`config.mk`:
```
export PLATFORM = sky130hd
export DESIGN_NAME = countdown_timer
export DESIGN_NICKNAME = d
export VERILOG_FILES = /design/src/rtl/countdown_timer.sv
export SDC_FILE = /design/constraint.sdc
export NUM_CORES = 1
export LEC_CHECK = 0
export CORE_UTILIZATION = 56
export DETAILED_ROUTE_END_ITERATION = 16
export DONT_BUFFER_PORTS = 1
export PLACE_DENSITY = 0.74
export SYNTH_ARGS = -nofsm -noshare
export SYNTH_HDL_FRONTEND = slang
export SYNTH_SLANG_ARGS = --single-unit
```
`constraint.sdc`:
```
create_clock -name clk -period 1.95 [get_ports clk]
set_input_delay 0.39 -clock clk [delete_from_list [all_inputs] [get_ports clk]]
set_output_delay 0.39 -clock clk [all_outputs]
set_load 0.03 [all_outputs]
```
`src/rtl/countdown_timer.sv`:
```
// Loadable down-counter timer. It emits a one-cycle tick after a programmable
// number of enable strobes, either once (one-shot) or repeatedly (auto-reload).
module countdown_timer #(
   parameter int W = 16
) (
   input  logic         clk,
   input  logic         reset_L,
   input  logic         start,
   input  logic         stop,
   input  logic         pause,
   input  logic         en,
   input  logic         periodic,
   input  logic [W-1:0] period,
   output logic [W-1:0] q,
   output logic         tick,
   output logic         busy,
   output logic         done
);

   typedef enum logic [1:0] {
      IDLE = 2'd0,
      RUN  = 2'd1,
      HOLD = 2'd2,
      DONE = 2'd3
   } state_t;

   localparam logic [W-1:0] ONE = {{(W-1){1'b0}}, 1'b1};

   state_t       state;
   logic [W-1:0] load_value;

   // A zero period would never expire, so it is promoted to one.
   assign load_value = (period == '0) ? ONE : period;

   always_ff @(posedge clk or negedge reset_L) begin
      if (!reset_L) begin
         state <= IDLE;
         q     <= '0;
         tick  <= 1'b0;
      end else begin
         tick <= 1'b0;
         if (stop) begin
            state <= IDLE;
            q     <= '0;
         end else if (start) begin
            state <= RUN;
            q     <= load_value;
         end else begin
            case (state)
               RUN: begin
                  if (pause) begin
                     state <= HOLD;
                  end else if (en) begin
                     // Expiry is tested before decrementing so q never wraps.
                     if (q == ONE) begin
                        tick <= 1'b1;
                        if (periodic) begin
                           q <= load_value;
                        end else begin
                           q     <= '0;
                           state <= DONE;
                        end
                     end else if (q != '0) begin
                        q <= q - ONE;
                     end
                  end
               end
               HOLD: begin
                  if (!pause) begin
                     state <= RUN;
                  end
               end
               default: begin
               end
            endcase
         end
      end
   end

   assign busy = (state == RUN) || (state == HOLD);
   assign done = (state == DONE);

endmodule

```
==> flow_summary.toml, run 1 <==
[synth]
synth_area_leader_cell = "dfrtp_1"
synth-seq-area-share = 0.3270
syn-instance-count = 157
synth_top_family_by_area = "compound AO/OA/AOI/OAI gates"
ys_async_sr_fraction = 1.000
synth_compound_area_frac = 0.2900
synth_ff_type = "dfrtp_1"
synthTopCellsByArea = "dfrtp_1 33%, ha_1 5.2%, a221o_1 4.1%, inv_1 3.9%, nor2_1 3.6%"
postSynthAreaPerCell_um2 = 9.260
synth.area.mux_share = 0
syn_nets = 186
yosys.area_share.simple = 0.2496
synth_adder_area_share = 0.05164
synth_edf_count = 0
synth-xor-area-share = 0.01807
syn_area_mm2 = 0.001454
yosysWarnings = 0
synth_cell_types = 47
yosys.area.top_type_share = 0.3270
ys_ff_latch = 19

[critical_path]
worst_r2r_path_depth = 5
startpoint = "q[14]$_DFFE_PN0P_"
crit_required_ns = 2.15
worst_path_largest_cell_delay_ns = 0.43
cp-start-kind = "flip-flop"
crit_type = "flip-flop to flip-flop"
crit_path_cell_trace = "nor4_4, nand4_4, o211ai_4, o21bai_1, a221o_1"
worst_setup_path_end_kind = "flip-flop"
worst_r2r_startpoint = "q[14]$_DFFE_PN0P_"
arrival_ns = 2.14
reg2reg_slack_ns = 0.01
path_max_fanout = 7
r2r_end = "q[4]$_DFFE_PN0P_"
crit_slowest_cell = "dfrtp_1"

[placed_design]
dpl.cell_count = 211
portBuffers = 0
gp_routability_congestion = 0.9717
dp_hpwl_um = 3201
post-place-ws_ns = -0.07711

[power]
p_leak_nw = 0.7922
vdd_ir_drop_max_mv = 0.5906
powerDensity_mw_per_mm2 = 809.1

[die]
coreArea_mm2 = 0.002455
dieArea_mm2 = 0.002804
initial_core_util = 0.5923
die_h_um = 52.96
row_count = 18
dieWidth_um = 52.96
ioPinCount = 42

[layout]
drive_gt1_frac = 0.3280
multi_input_area_um2 = 967.2
syn2layout_area_growth_pct = 26.85
seq_area_um2 = 479.2
stdcell_count = 219
fill_cells = 180
antenna_cells = 0
final_net_count = 219

[route]
vias = 1474
drtPass1Iterations = 4
via_per_inst = 6.731
drtIter0Drc = 31
totalWireLength_um = 4305
ant_nets = 0
drc = 0
wire_per_inst_um = 19.66

[timing]
min_period_over_period = 0.9932
skew_ns = 0.004804
layout_min_cycle_time_ns = 1.937
slew_viol_final = 0
relSlewSlack = 0.3835
grt_setup_unrepaired = "true"
setup_slack_ns = 0.01323
timing.fmax_mhz = 516.3
worst_pin_slew_ns = 0.9218
finalHoldViolations = 0
setup_viol = 0

[clock_network]
clock-sinks = 19
cts_tree = "built"
path_clk_slew_ns = 0.12
cts_buffers = 3
htree_levels = 1
insertion_delay_ns = 0.31
cts-root-buf = "clkbuf_4"
cts_buffer_depth = 2

[global_routing]
grt.total_usage = 0.3299
grt_pass1_vias = 1394
overflow = 0
antenna_found_initial = 0
grt_pass1_wl_um = 6582
grt_max_degree = 20

[run]
drv_cap = 0

[min_path]
holdPathEnd = "state[0]$_DFFE_PN0P_"
hold_path_class = "primary input to flip-flop"
holdPathStages = 1
min-delay-start = "stop"

[outcome]
status = "complete, no violations"
-- power by group --
part           internal (mW)  switching [mW]  leakage, nW
Combinational          0.338           0.451        0.526
Sequential             0.434          0.0558        0.251
Clock                 0.0799           0.134       0.0150
Total                  0.852           0.641        0.792
-- per-stage QoR --
stage          instance area [µm²]    util  hold slack (ns)  total power, mW  setup TNS [ns]
2_1_floorplan                 1473       -          0.09441           0.9848       -0.007282
3_3_place_gp                  1712  0.6972          0.09496            1.194               0
3_5_place_dp                  1712  0.6972          0.09505            1.204        -0.08901
4_1_cts                       1780  0.7253           0.1236            1.449               0
5_1_grt                       1844  0.7513           0.1232            1.580        -0.07775
6_report                      1844  0.7513           0.1302            1.492               0
-- cell type report --
| type | count | area share |
|---|---|---|
| flip-flops and latches | 19 | 0.2598 |
| well taps | 30 | 0.02035 |
| clock buffers | 4 | 0.01425 |
| repair buffers | 34 | 0.1506 |
| inverters | 15 | 0.03053 |
| multi-input cells | 117 | 0.5244 |
-- state kept, by name, indices dropped and copies added, names as in the netlist --
signal / cells
tick: 1
q: 16
state: 2
-- cells by family after synthesis --
kind of cell             Yosys count
AO/OA/AOI/OAI                     51
XOR/XNOR                           3
adder cells (fa/ha/maj)            6
buffers and inverters             21
flip-flops                        19
AND/OR/NAND/NOR                   57
-- metal layers --
layer  vias up  GRT usage  share of wire
met5         -          0              0
met4         0     0.1491          0.019
met3        12    0.07759          0.075
met2        72     0.5401           0.50
met1       716     0.4064           0.40
li1        674          -              -
-- worst max-delay path by stage --
stage | end | slack, ns | cells after the start
floorplan | q[11]$_DFFE_PN0P_ | -0.006 | 5
global placement | q[4]$_DFFE_PN0P_ | 0.05 | 5
detailed placement | q[14]$_DFFE_PN0P_ | -0.08 | 8
CTS | q[4]$_DFFE_PN0P_ | 0.002 | 5
global route | q[4]$_DFFE_PN0P_ | -0.06 | 5
finish | q[4]$_DFFE_PN0P_ | 0.01 | 5
-- worst max-delay path, delay by kind of cell, from the launching register on --
| kind | cells | cell delay, ns |
|---|---|---|
| DFF | 1 | 0.43 |
| and+or+nand+nor | 2 | 0.66 |
| AOI/OAI and AO/OA | 3 | 0.73 |
-- cells in the mapped netlist, types with 2 or more instances --
cell type,number
dfrtp_1,19
inv_1,15
nor2_1,14
a21oi_1,9
nor3_1,9
o21ai_0,8
a221o_1,6
a22oi_1,6
ha_1,6
nor4_1,5
nand3_1,4
a32oi_1,3
and3_1,3
nand2_1,3
o21bai_1,3
o32ai_1,3
o32ai_2,3
a41o_1,2
buf_2,2
clkbuf_1,2
nand3b_1,2
nand4_1,2
nor4_4,2
or3_1,2
xor2_1,2
-- placed cells by master (no fill, tap or decap), types with 2 or more instances in the layout --
master / instances
o21ai_1: 2
or3_1: 2
clkbuf_4: 3
dfrtp_1: 16
nand2_1: 3
a21oi_1: 9
a221o_1: 6
dfrtp_2: 3
nand4_1: 2
nand3b_1: 2
o32ai_1: 3
xor2_1: 2
a22oi_1: 6
nor4_1: 5
ha_1: 4
nor2_1: 14
and3_1: 3
nor3_1: 8
a32oi_1: 3
o21bai_1: 2
nor4_4: 2
inv_2: 2
buf_6: 2
buf_4: 30
o21ai_0: 6
inv_1: 13
nand3_1: 4
o32ai_2: 3
-- repair_timing --
item,4_1_cts,5_1_grt
endpoints found under the setup margin,3,17
pin swaps,3,4
hold buffers,1,0
endpoints found under the hold margin,19,0
resized for setup,3,14
buffers inserted,1,2
(Power assumes the default switching activity.)
==> run 2, diff against run 1 <==
--- a/config.mk
+++ b/config.mk
@@ -9,6 +9,7 @@
 export DETAILED_ROUTE_END_ITERATION = 16
 export DONT_BUFFER_PORTS = 1
 export PLACE_DENSITY = 0.74
+export SETUP_SLACK_MARGIN = 0.1
 export SYNTH_ARGS = -nofsm -noshare
 export SYNTH_HDL_FRONTEND = slang
 export SYNTH_SLANG_ARGS = --single-unit
==> run 2 against run 1 <==
- global-route usage is 1.4 points higher
- first-iteration DRC count is 110% higher
- total power is 4.7% higher
- count of clock-buffer cells in the layout fell by 1
- via count is 1.9% higher
- clock power about the same
- non-clock buffer count up 5
- maximum frequency increased by 0.17%
- core utilization grew 5.2 points
- wire length up 6.9%
- critical path depth is the same
- hold slack worse by 0.0053 ns
- critical path type unchanged
==> flow_summary.toml, run 2 (same netlist as run 1, synthesis figures left out) <==
[route]
vias = 1502
drtPass1Iterations = 4
wire_per_inst_um = 20.55
drc = 0
drtIter0Drc = 65
via_per_inst = 6.705
ant_nets = 0
totalWireLength_um = 4603

[die]
ioPinCount = 42
die_h_um = 52.96
initial_core_util = 0.5923
coreArea_mm2 = 0.002455
dieWidth_um = 52.96
dieArea_mm2 = 0.002804
row_count = 18

[global_routing]
antenna_found_initial = 0
overflow = 0
grt.total_usage = 0.3435
grt_pass1_vias = 1446
grt_max_degree = 20
grt_pass1_wl_um = 6796

[clock_network]
htree_levels = 1
cts-root-buf = "clkbuf_4"
insertion_delay_ns = 0.32
cts_buffers = 3
clock-sinks = 19
cts_buffer_depth = 2
path_clk_slew_ns = 0.12
cts_tree = "built"

[power]
p_leak_nw = 0.8318
power_mw = 1.563
comb_power_share = 0.545
p_int_mw = 0.8743
powerDensity_mw_per_mm2 = 792.0
vdd_ir_drop_max_mv = 0.6264
p_seq_frac = 0.316
p_sw_frac = 0.4405
p_switching_mw = 0.6884
p_clk_frac = 0.139

[layout]
top_register = "q"
design_area_mm2 = 0.001973
final_net_count = 224
drive_gt1_frac = 0.4278
syn2layout_area_growth_pct = 35.71
largest_register_ffs = 16
post-route-util = 0.8038
antenna_cells = 0
layout_common_cells = "34 x buf_4, 15 x dfrtp_1, 13 x nor2_1, 12 x inv_1"
layout_commonest_cell = "buf_4"
biggestRegsByFlops = "q (16), state (2), tick (1)"

[placed_design]
portBuffers = 0
dp_hpwl_um = 3122
gp_routability_congestion = 0.9791
placed_area_mm2 = 0.001754

[critical_path]
worst_setup_path_end_kind = "flip-flop"
path_max_fanout = 7
worst_path_largest_cell_delay_ns = 0.46
crit_buf_inv = 0
crit_required_ns = 2.17
crit_type = "flip-flop to flip-flop"
arrival_ns = 2.15
reg2reg_slack_ns = 0.02
crit_slowest_cell = "dfrtp_1"
cp_top_family = "compound AO/OA/AOI/OAI gates"
crit_path_cell_trace = "nor4_4, nand4_4, o211ai_4, o21bai_1, a221o_1"
cp-start-kind = "flip-flop"

[timing]
hold_ws_ns = 0.1250
slew_viol_final = 0
min_period_over_period = 0.9915
timing.fmax_mhz = 517.2
setup_viol = 0
skew_ns = 0.005157
grt_setup_unrepaired = "true"
relSlewSlack = 0.4069
finalHoldViolations = 0
setup_tns_ns = 0
layout_min_cycle_time_ns = 1.933
worst_pin_slew_ns = 0.8867

[min_path]
hold_path_class = "primary input to flip-flop"

[run]
drv_cap = 0

[outcome]
status = "complete, no violations"
run 2: power groups by stage:
stage / Sequential (mW) / Combinational (mW) / Clock (mW)
2_1_floorplan: 0.576 / 0.439 / 0
3_3_place_gp: 0.496 / 0.706 / 0
3_5_place_dp: 0.498 / 0.717 / 0
4_1_cts: 0.490 / 0.774 / 0.221
5_1_grt: 0.497 / 0.902 / 0.243
6_report: 0.494 / 0.852 / 0.217
run 2: worst paths after layout:
| check | start | depth (start not counted) | end |
|---|---|---|---|
| setup / recovery | q[14]$_DFFE_PN0P_ | 5 | q[4]$_DFFE_PN0P_ |
| setup reg to reg | q[14]$_DFFE_PN0P_ | 5 | q[4]$_DFFE_PN0P_ |
| max in group asynchronous | reset_L | 1 | q[9]$_DFFE_PN0P_ |
| hold / removal | stop | 1 | state[0]$_DFFE_PN0P_ |
| hold reg to reg | state[1]$_DFFE_PN0P_ | 3 | state[1]$_DFFE_PN0P_ |
| min in group asynchronous | reset_L | 1 | q[10]$_DFFE_PN0P_ |
run 2: final cells by class:
| type | instances | area (µm²) |
|---|---|---|
| flip-flops and latches | 19 | 480.5 |
| multi-input cells | 117 | 1050 |
| well taps | 30 | 37.54 |
| inverters | 15 | 58.81 |
| repair buffers | 39 | 319.1 |
| clock inverters | 1 | 5.005 |
| clock buffers | 3 | 22.52 |
| fillers | 159 | 481.7 |
run 2: layer usage:
metal | GRT usage | vias to the layer above | part of all wire
li1 | - | 684 | -
met1 | 0.4136 | 717 | 0.41
met2 | 0.5844 | 92 | 0.49
met3 | 0.06609 | 9 | 0.083
met4 | 0.1535 | 0 | 0.020
met5 | 0 | - | 0
run 2: through the flow:
step | instances | setup slack [ns]
after floorplan | 157 | 0.03562
after global placement | 209 | 0.02528
after detailed placement | 209 | -0.005534
after CTS | 222 | 0.06229
after global routing | 224 | -0.02900
final | 224 | 0.01659
run 2: timing repair:
item | CTS | global route
buffers inserted | 8 | 2
hold buffers | 1 | 0
resized for setup | 4 | 19
endpoints found under the setup margin | 17 | 18
pin swaps | 11 | 21
endpoints found under the hold margin | 19 | 0
